$ cat src/rtl/sdff_scan_ctrl_pkg.sv
// rtl/sdff_scan_ctrl_pkg.sv - shared types and width helper for the scan-chain sequencer
//
// Contents:
//   state_t   : sequencer states (IDLE, SWAP1, RUN, SWAP2, DONE)
//   cnt_width : bits needed to hold the values 0..n (minimum 1)
package sdff_scan_ctrl_pkg;

    typedef enum logic [2:0] {
        ST_IDLE  = 3'd0,
        ST_SWAP1 = 3'd1,
        ST_RUN   = 3'd2,
        ST_SWAP2 = 3'd3,
        ST_DONE  = 3'd4
    } state_t;

    function automatic int cnt_width(input int n);
        int w;
        w = 0;
        while ((1 << w) < (n + 1)) begin
            w = w + 1;
        end
        return (w < 1) ? 1 : w;
    endfunction

endpackage

$ cat src/rtl/sdff_scan_ctrl_if.sv
// rtl/sdff_scan_ctrl_if.sv - host-side request/response bundle of the scan-chain sequencer
//
// Signals:
//   start_i   : operation request (host -> sequencer)
//   pattern_i : pattern to load, bit k lands in chain index k
//   steps_i   : functional cycles between the two swaps, 0 = single swap
//   busy_o    : sequencer not idle
//   done_o    : one-cycle end-of-operation pulse
//   result_o  : unloaded chain data, valid from done_o until the next accepted start
// Modports: master = host side, slave = sequencer side.
interface sdff_scan_ctrl_if #(
    parameter int CHAIN_LEN = 8,
    parameter int STEP_W    = 8
);
    logic                 start_i;
    logic [CHAIN_LEN-1:0] pattern_i;
    logic [STEP_W-1:0]    steps_i;
    logic                 busy_o;
    logic                 done_o;
    logic [CHAIN_LEN-1:0] result_o;

    modport master (
        output start_i, pattern_i, steps_i,
        input  busy_o, done_o, result_o
    );

    modport slave (
        input  start_i, pattern_i, steps_i,
        output busy_o, done_o, result_o
    );
endinterface

$ cat src/rtl/sdff_scan_ctrl.sv
// rtl/sdff_scan_ctrl.sv - scan-chain swap / what-if sequencer
//
// Ports:
//   clk_i, rst_ni : clock (shared with the chain flops), async active-low reset
//   host          : sdff_scan_ctrl_if.slave request/response bundle
//   scan_en_o     : scan-mux select for every chain cell
//   scan_d_o      : serial data into chain index CHAIN_LEN-1
//   scan_q_i      : Q of chain index 0
module sdff_scan_ctrl
    import sdff_scan_ctrl_pkg::*;
#(
    parameter int CHAIN_LEN = 8,
    parameter int STEP_W    = 8
) (
    input  logic                    clk_i,
    input  logic                    rst_ni,
    sdff_scan_ctrl_if.slave         host,
    output logic                    scan_en_o,
    output logic                    scan_d_o,
    input  logic                    scan_q_i
);

    localparam int              CNT_W    = cnt_width(CHAIN_LEN);
    localparam logic [CNT_W-1:0] CNT_LAST = CNT_W'(CHAIN_LEN - 1);

    state_t                 state, state_nx;
    logic [CHAIN_LEN-1:0]   sreg, sreg_nx;
    logic [CNT_W-1:0]       cnt, cnt_nx;
    logic [STEP_W-1:0]      step_cnt, step_cnt_nx;
    logic [STEP_W-1:0]      steps_q, steps_q_nx;

    always_ff @(posedge clk_i or negedge rst_ni) begin
        if (!rst_ni) begin
            state    <= ST_IDLE;
            sreg     <= '0;
            cnt      <= '0;
            step_cnt <= '0;
            steps_q  <= '0;
        end else begin
            state    <= state_nx;
            sreg     <= sreg_nx;
            cnt      <= cnt_nx;
            step_cnt <= step_cnt_nx;
            steps_q  <= steps_q_nx;
        end
    end

    always_comb begin
        state_nx    = state;
        sreg_nx     = sreg;
        cnt_nx      = cnt;
        step_cnt_nx = step_cnt;
        steps_q_nx  = steps_q;
        case (state)
            ST_IDLE: begin
                if (host.start_i) begin
                    sreg_nx     = host.pattern_i;
                    steps_q_nx  = host.steps_i;
                    cnt_nx      = '0;
                    step_cnt_nx = '0;
                    state_nx    = ST_SWAP1;
                end
            end
            ST_SWAP1: begin
                // Chain's index-0 bit enters at the top; after CHAIN_LEN
                // shifts sreg holds the chain image in index order.
                sreg_nx = {scan_q_i, sreg[CHAIN_LEN-1:1]};
                if (cnt == CNT_LAST) begin
                    cnt_nx   = '0;
                    state_nx = (steps_q != '0) ? ST_RUN : ST_DONE;
                end else begin
                    cnt_nx = cnt + 1'b1;
                end
            end
            ST_RUN: begin
                // Count 0..steps-1 so the full-scale step value never wraps.
                if (step_cnt == steps_q - 1'b1) begin
                    step_cnt_nx = '0;
                    cnt_nx      = '0;
                    state_nx    = ST_SWAP2;
                end else begin
                    step_cnt_nx = step_cnt + 1'b1;
                end
            end
            ST_SWAP2: begin
                sreg_nx = {scan_q_i, sreg[CHAIN_LEN-1:1]};
                if (cnt == CNT_LAST) begin
                    cnt_nx   = '0;
                    state_nx = ST_DONE;
                end else begin
                    cnt_nx = cnt + 1'b1;
                end
            end
            ST_DONE: begin
                state_nx = ST_IDLE;
            end
            default: begin
                state_nx = ST_IDLE;
            end
        endcase
    end

    // Outputs decode the state register only, so async reset clears them at once.
    assign scan_en_o     = (state == ST_SWAP1) || (state == ST_SWAP2);
    assign scan_d_o      = sreg[0];
    assign host.busy_o   = (state != ST_IDLE);
    assign host.done_o   = (state == ST_DONE);
    assign host.result_o = sreg;

endmodule

$ cat src/flat_wrapper.sv
// flat-port wrapper written by rule: the top's interface ports become plain ports
module sdff_scan_ctrl_flat import sdff_scan_ctrl_pkg::*;
#(
    parameter int CHAIN_LEN = 8,
    parameter int STEP_W    = 8
)
  (clk_i, rst_ni, scan_en_o, scan_d_o, scan_q_i, host_start_i, host_pattern_i, host_steps_i, host_busy_o, host_done_o, host_result_o);
  sdff_scan_ctrl_if #(.CHAIN_LEN(CHAIN_LEN), .STEP_W(STEP_W)) host_i ();
  input  logic clk_i;
  input  logic rst_ni;
  output logic scan_en_o;
  output logic scan_d_o;
  input  logic scan_q_i;
  input wire logic [$bits(host_i.start_i)-1:0] host_start_i;
  input wire logic [$bits(host_i.pattern_i)-1:0] host_pattern_i;
  input wire logic [$bits(host_i.steps_i)-1:0] host_steps_i;
  output wire logic [$bits(host_i.busy_o)-1:0] host_busy_o;
  output wire logic [$bits(host_i.done_o)-1:0] host_done_o;
  output wire logic [$bits(host_i.result_o)-1:0] host_result_o;
  assign host_i.start_i = host_start_i;
  assign host_i.pattern_i = host_pattern_i;
  assign host_i.steps_i = host_steps_i;
  assign host_busy_o = host_i.busy_o;
  assign host_done_o = host_i.done_o;
  assign host_result_o = host_i.result_o;
  sdff_scan_ctrl #(.CHAIN_LEN(CHAIN_LEN), .STEP_W(STEP_W)) u_core (.clk_i(clk_i), .rst_ni(rst_ni), .host(host_i), .scan_en_o(scan_en_o), .scan_d_o(scan_d_o), .scan_q_i(scan_q_i));
endmodule
$ cat config.mk
export PLATFORM = sky130hd
export DESIGN_NAME = sdff_scan_ctrl_flat
export DESIGN_NICKNAME = d
export VERILOG_FILES = /design/src/rtl/sdff_scan_ctrl_pkg.sv /design/src/rtl/sdff_scan_ctrl_if.sv /design/src/rtl/sdff_scan_ctrl.sv /design/src/flat_wrapper.sv
export SDC_FILE = /design/constraint.sdc
export NUM_CORES = 1
export LEC_CHECK = 0
export BUFFER_PORTS_ARGS = -buffer_cell sky130_fd_sc_hd__buf_4
export CAP_MARGIN = 0
export CORE_MARGIN = 2
export CORE_UTILIZATION = 23
export DETAILED_ROUTE_END_ITERATION = 7
export PLACE_DENSITY = 0.38
export SLEW_MARGIN = 20
export SYNTH_ARGS = -nofsm -noshare
export SYNTH_HDL_FRONTEND = slang
export SYNTH_SLANG_ARGS = --single-unit
$ cat constraint.sdc
create_clock -name clk_i -period 1.8 [get_ports clk_i]
set_input_delay 0.36 -clock clk_i [delete_from_list [all_inputs] [get_ports clk_i]]
set_output_delay 0.36 -clock clk_i [all_outputs]
set_load 0.02 [all_outputs]
==> impl_metrics.json, run 1 <==
{
  "hold_viol": 0,
  "dr.pass1.iters": 4,
  "met1Wirelength_mm": 2.19,
  "drtIter0Drc": 36,
  "drcViolationCount": 0,
  "synth_top_flop_cell": "dfrtp_1",
  "r2r_end": "u_core.step_cnt[6]",
  "synth_top_area_share_pct": 44.8,
  "crit_end": "u_core.step_cnt[6]",
  "critPathRequiredTime_ns": 1.99,
  "synth_edf_count": 0,
  "p_leak_nw": 1.12,
  "powerDensity_mw_per_mm2": 1680,
  "cts_inserted_buffers": 5,
  "cts_tree": "done",
  "fin_crit_ns": 1.99,
  "rsz0062_at_grt": "yes",
  "die_h_um": 90.8,
  "ios": 32,
  "p_total_w": 0.00425,
  "placed_area_mm2": 0.00229,
  "viasPerCell": 4.37,
  "r2r_setup_slack_ns": -0.19,
  "crit_fanout": 8,
  "ant_nets": 0,
  "gp_congestion": 0.784,
  "critical_path_class": "flip-flop to flip-flop",
  "reg2reg_depth": 6,
  "synth-seq-cells": 31,
  "fin_skew_ns": 0.00336,
  "preCtsSetupSlack_ns": -0.165,
  "status": "finished, violations left",
  "dr_wl_met2_mm": 2.10,
  "vias": 1512,
  "async_flop_share_pct": 100,
  "synthesis.nets": 206,
  "wl_mm": 4.56,
  "avgRoutedWirePerCell_um": 13.2,
  "h-tree-depth": 2,
  "cts-root-buf": "clkbuf_8",
  "finalNetCount": 270,
  "grt_pass1_vias": 1545,
  "drive_gt1_share_pct": 40.9,
  "cp-startpoint": "u_core.steps_q[2]",
  "syn_inst": 182,
  "grt_overflow": 0,
  "clk_pin_slew_ns": 0.07,
  "clk_latency_ns": 0.28,
  "cts_buffer_depth": 2,
  "crit_path_end_kind": "flip-flop",
  "fillers": 778,
  "avgSynthCellArea_um2": 9.51,
  "cts_sinks": 31,
  "finalCritPeriodShare_pct": 110,
  "violations": "setup timing",
  "post-route-util_pct": 34.8,
  "regArea_um2": 777,
  "row_count": 31,
  "setup_viol": 13,
  "grt_max_degree": 32,
  "cap_violations": 0,
  "dieArea_mm2": 0.00824,
  "highest-signal-layer": "met4",
  "hold_path_class": "primary input to asynchronous set/reset pin",
  "arrival_ns": 2.17,
  "syn2layout_area_growth_pct": 45.7,
  "grt_antenna_before_repair": 0,
  "r2r-start": "u_core.steps_q[2]",
  "tightest_slew_ns": 0.580,
  "port_buffers": 31,
  "ys_seq_area_share_pct": 44.8,
  "synth_cell_types": 39,
  "start_util_pct": 23.9,
  "worst_slack_ns": -0.187,
  "syn_area_mm2": 0.00173,
  "synth_area_leaders": "dfrtp_1, mux2i_1, nand2_1, o21ai_0, xnor2_1",
  "multiInputGateArea_um2": 978,
  "antenna_cells": 0,
  "track_usage_pct": 11.8,
  "slew_headroom_pct": 61.1,
  "dp_hpwl_mm": 3.19,
  "wl_met3_um": 195,
  "hold_buffers": 0,
  "final_area_mm2": 0.00252,
  "ir_drop_v": 0.000600,
  "max_freq_mhz": 503,
  "coreArea_mm2": 0.00725,
  "critPathLaunchType": "flip-flop",
  "yosysTopAreaCell": "dfrtp_1",
  "slew_violations": 0,
  "die_w_um": 90.8,
  "grt_pass1_wl_mm": 7.63,
  "yosys_warnings": 0
}
cells in the final DEF (no fill, tap or decap), drive strengths merged:
| cell type | instances |
|---|---|
| buf | 65 |
| dfrtp | 31 |
| nand2 | 26 |
| o21ai | 17 |
| mux2i | 11 |
| nor2 | 9 |
| nand3 | 9 |
| xnor2 | 7 |
| nor3 | 6 |
| clkbuf | 6 |
| and3 | 6 |
| inv | 6 |
| a21oi | 6 |
| mux2 | 5 |
| a31oi | 5 |
| ha | 4 |
| or3 | 4 |
| xor2 | 3 |
| or2 | 2 |
| nor2b | 2 |
| nor3b | 2 |
| nand4 | 2 |
| nand2b | 1 |
| nor4 | 1 |
| nand4b | 1 |
| and4b | 1 |
| o211ai | 1 |
| a211oi | 1 |
| and2 | 1 |
| o311ai | 1 |
| a41oi | 1 |
| a32o | 1 |
| nand3b | 1 |
| clkinv | 1 |
| bufinv | 1 |
logic make-up (layout without fill, tap and decap cells):
family | count (synthesis) | in the layout | synth area share (%)
flops | 31 | 31 | 44.8
buf+inv | 14 | 79 | 3.90
xor+xnor | 10 | 10 | 5.06
compound gates | 33 | 33 | 11.3
simple gates | 74 | 74 | 22.4
mux | 16 | 16 | 9.61
fa+ha+maj | 4 | 4 | 2.89
sequential cells by signal (all words and copies together), names as in the netlist:
name and flops:
u_core.host.result_o 8, u_core.step_cnt 8, u_core.steps_q 8, u_core.cnt 4
u_core.state 3
cell type report:
type / count / share of cell area (%)
clock inverter: 2 / 1.39
clock buffer: 6 / 3.27
inverter: 6 / 0.892
timing repair buffer: 65 / 20.0
sequential: 31 / 30.8
tap: 99 / 4.91
multi-input combinational: 137 / 38.8
worst min path at each step:
stage,startpoint,to,slack [ns],cells past startpoint
final,rst_ni,u_core.steps_q[4],0.007,1
after global routing,rst_ni,u_core.steps_q[6],0.03,1
after CTS,rst_ni,u_core.steps_q[6],0.02,1
after detailed placement,rst_ni,u_core.steps_q[4],0.34,1
after global placement,rst_ni,u_core.steps_q[3],0.34,1
after floorplan,rst_ni,u_core.cnt[0],0.06,0
timing repair:
item | CTS | global route
endpoints found under the hold margin | 0 | 0
endpoints found under the setup margin | 13 | 13
pin swaps | 8 | 6
setup buffers | 4 | 4
gates resized for setup | 7 | 8
worst max-delay path: stages (launching register included):
cell,delay (ns)
dfrtp_2,0.43
or3_4,0.37
or3_1,0.34
and4b_4,0.22
nand4_4,0.16
nand2_4,0.11
o311ai_4,0.24
synthesized netlist by cell type, drive strengths merged (3+ instances only):
library cell and n:
dfrtp 31, a31oi 5, nand2 26, xor2 3, inv 6, xnor2 7
and3 6, mux2 5, nand3 9, nor3 6, nor2 9, clkbuf 5
buf 3, ha 4, o21ai 17, mux2i 11, a21oi 6, or3 4
power by group:
group          internal, W  total (W)  switching [W]
clock             0.000448   0.000730       0.000282
sequential         0.00100    0.00128       0.000281
combinational      0.00116    0.00224        0.00107
total              0.00261    0.00425        0.00164
metrics by stage:
step | cells | hold WS (ns) | setup TNS, ns
floorplan | 182 | 0.0644 | -0.0101
global placement | 330 | 0.336 | -1.03
detailed placement | 330 | 0.339 | -1.00
CTS | 342 | 0.0205 | -1.09
global route | 346 | 0.0326 | -2.63
finish | 346 | 0.00700 | -1.24
layer usage:
layer | global-route usage [%] | up-vias
met5 | 0 | -
met4 | 4.55 | 0
met3 | 3.26 | 6
li1 | - | 773
met1 | 15.1 | 710
met2 | 18.8 | 23
Note: power is estimated with default switching activity, not from simulation.
==> run 2, diff against run 1 <==
CORE_UTILIZATION = 49   (was 23)
PLACE_DENSITY = 0.71   (was 0.38)
==> run 2 against run 1 <==
Effect of this change:
- the flow still finishes with violations (setup timing)
- clock skew increased by 0.011 ns
- largest power group unchanged
- hold slack improved by 0.22 ns
- critical endpoint is now u_core.step_cnt[2]
- clock power decreased by 49%
==> impl_metrics.json, run 2 (same netlist as run 1, synthesis figures left out) <==
{
  "status": "finished, violations left",
  "violations": "setup timing",
  "fin_crit_ns": 1.98,
  "multiInputGateArea_um2": 987,
  "dpl.cell_count": 268,
  "max_freq_mhz": 505,
  "regArea_um2": 777,
  "clk_pin_slew_ns": 0.10,
  "start_util_pct": 51.5,
  "coreArea_mm2": 0.00336,
  "grt_overflow": 0,
  "critPathLaunchType": "flip-flop",
  "syn2layout_area_growth_pct": 34.9,
  "grt_antenna_before_repair": 0,
  "cts_tree": "done",
  "die_h_um": 63.4,
  "finalNetCount": 263,
  "row_count": 21,
  "crit_buf_inv": 2,
  "viasPerCell": 5.71,
  "setup_viol": 13,
  "avgRoutedWirePerCell_um": 15.4,
  "hold_path_class": "primary input to flip-flop",
  "rsz0062_at_grt": "yes",
  "mostFrequentLayoutCells": "buf_4, dfrtp_1, nand2_1",
  "cts-root-buf": "clkbuf_4",
  "fin_skew_ns": 0.0140,
  "clk_latency_ns": 0.33,
  "ir_drop_v": 0.00103,
  "crit_path_end_kind": "flip-flop",
  "hold_viol": 0,
  "slowest_delay_ns": 0.42,
  "cts_sinks": 31,
  "h-tree-depth": 2,
  "placed_area_mm2": 0.00216,
  "die_w_um": 63.4,
  "powerDensity_mw_per_mm2": 1670,
  "grt_max_degree": 32,
  "drcViolationCount": 0,
  "critPathRequiredTime_ns": 2.00,
  "fillers": 266,
  "dieArea_mm2": 0.00403,
  "cts_inserted_buffers": 5,
  "drive_gt1_share_pct": 37.7,
  "gp_congestion": 0.890,
  "cpLargestDelayFamily": "compound AO/OA/AOI/OAI gates",
  "antenna_cells": 0,
  "tightest_slew_ns": 0.587,
  "dr.pass1.iters": 5,
  "arrival_ns": 2.18,
  "p_leak_nw": 1.05,
  "post-route-util_pct": 69.5,
  "port_buffers": 31,
  "vias": 1628,
  "worst_slack_ns": -0.181,
  "cts_buffer_depth": 2,
  "track_usage_pct": 23.3,
  "wl_mm": 4.38,
  "dp_hpwl_mm": 2.87,
  "cap_violations": 0,
  "critical_path_class": "flip-flop to flip-flop",
  "slowest_stage": "dfrtp_1",
  "holdWs_ns": 0.228,
  "final_area_mm2": 0.00234,
  "preCtsSetupSlack_ns": -0.134,
  "final_common_cell": "buf_4",
  "grt_pass1_wl_mm": 7.46,
  "ios": 32,
  "cp_cell_sequence": "inv_2, ha_4, nor3b_4, o211ai_1, a211oi_2, buf_4, nand4_4, a31oi_1, mux2i_1",
  "grt_pass1_vias": 1645,
  "slew_headroom_pct": 60.6,
  "crit_fanout": 5,
  "drtIter0Drc": 160,
  "slew_violations": 0,
  "ant_nets": 0,
  "layoutNonFillerInstCount": 285,
  "finalCritPeriodShare_pct": 110
}
run 2: cell types whose count changed in the layout (fill, tap and decap cells not counted), sizes merged:
cell,delta
buf,-9
clkinv,-1
nand4,+1
clkbuf,+1
bufinv,-1
dlygate4sd3,+1
run 2: what timing repair did:
action | 4_1_cts | 5_1_grt
hold buffers | 1 | 0
endpoints found under the hold margin | 31 | 0
setup endpoints to repair | 13 | 14
gates resized for setup | 5 | 9
gates cloned | 1 | 0
pin swaps | 11 | 6
setup buffers | 4 | 4
run 2: worst register-to-register path: cells and delay by family, from the launching register on:
kind | cells | cell delay, ns
AND/OR/NAND/NOR | 2 | 0.39
buffers and inverters | 2 | 0.26
adder cells (fa/ha/maj) | 1 | 0.15
AO/OA/AOI/OAI | 3 | 0.52
multiplexers | 1 | 0.12
flip-flops | 1 | 0.42
run 2: per-stage QoR:
stage                     total power (W)  TNS [ns]
after floorplan                   0.00255   -0.0101
after global placement            0.00316    -0.410
after detailed placement          0.00325    -0.890
after CTS                         0.00378     -1.06
after global routing              0.00420     -2.52
final                             0.00391     -1.27
run 2: per-layer routing:
layer	part of all wire, %	GRT usage (%)	vias to the layer above
met3	4.6	4.82	11
li1	-	-	761
met2	52	40.0	61
met5	0	0	-
met1	42	28.8	795
met4	1.6	8.97	0
run 2: cell type report:
| class | instances | share of cell area, % |
|---|---|---|
| tap | 46 | 2.46 |
| clock buffer | 7 | 1.93 |
| sequential | 31 | 33.3 |
| multi-input combinational | 138 | 42.3 |
| inverter | 6 | 0.964 |
| timing repair buffer | 57 | 19.1 |
run 2: power by group:
part / internal, W / switching [W] / leakage, nW
logic: 0.00111 / 0.00112 / 0.636
registers: 0.00100 / 0.000306 / 0.386
clock network: 0.000147 / 0.000228 / 0.0254
total: 0.00225 / 0.00166 / 1.05
run 2: worst paths after layout:
kind / start / end / slack (ns) / cells past startpoint
setup / recovery: u_core.steps_q[1] / u_core.step_cnt[2] / -0.18 / 9
hold / removal: host_steps_i[1] / u_core.steps_q[1] / 0.23 / 3
setup reg to reg: u_core.steps_q[1] / u_core.step_cnt[2] / -0.18 / 9
hold reg to reg: u_core.host.result_o[3] / u_core.host.result_o[2] / 0.52 / 2
max in group asynchronous: rst_ni / u_core.state[0] / 0.99 / 2
min in group asynchronous: rst_ni / u_core.steps_q[6] / 0.50 / 2
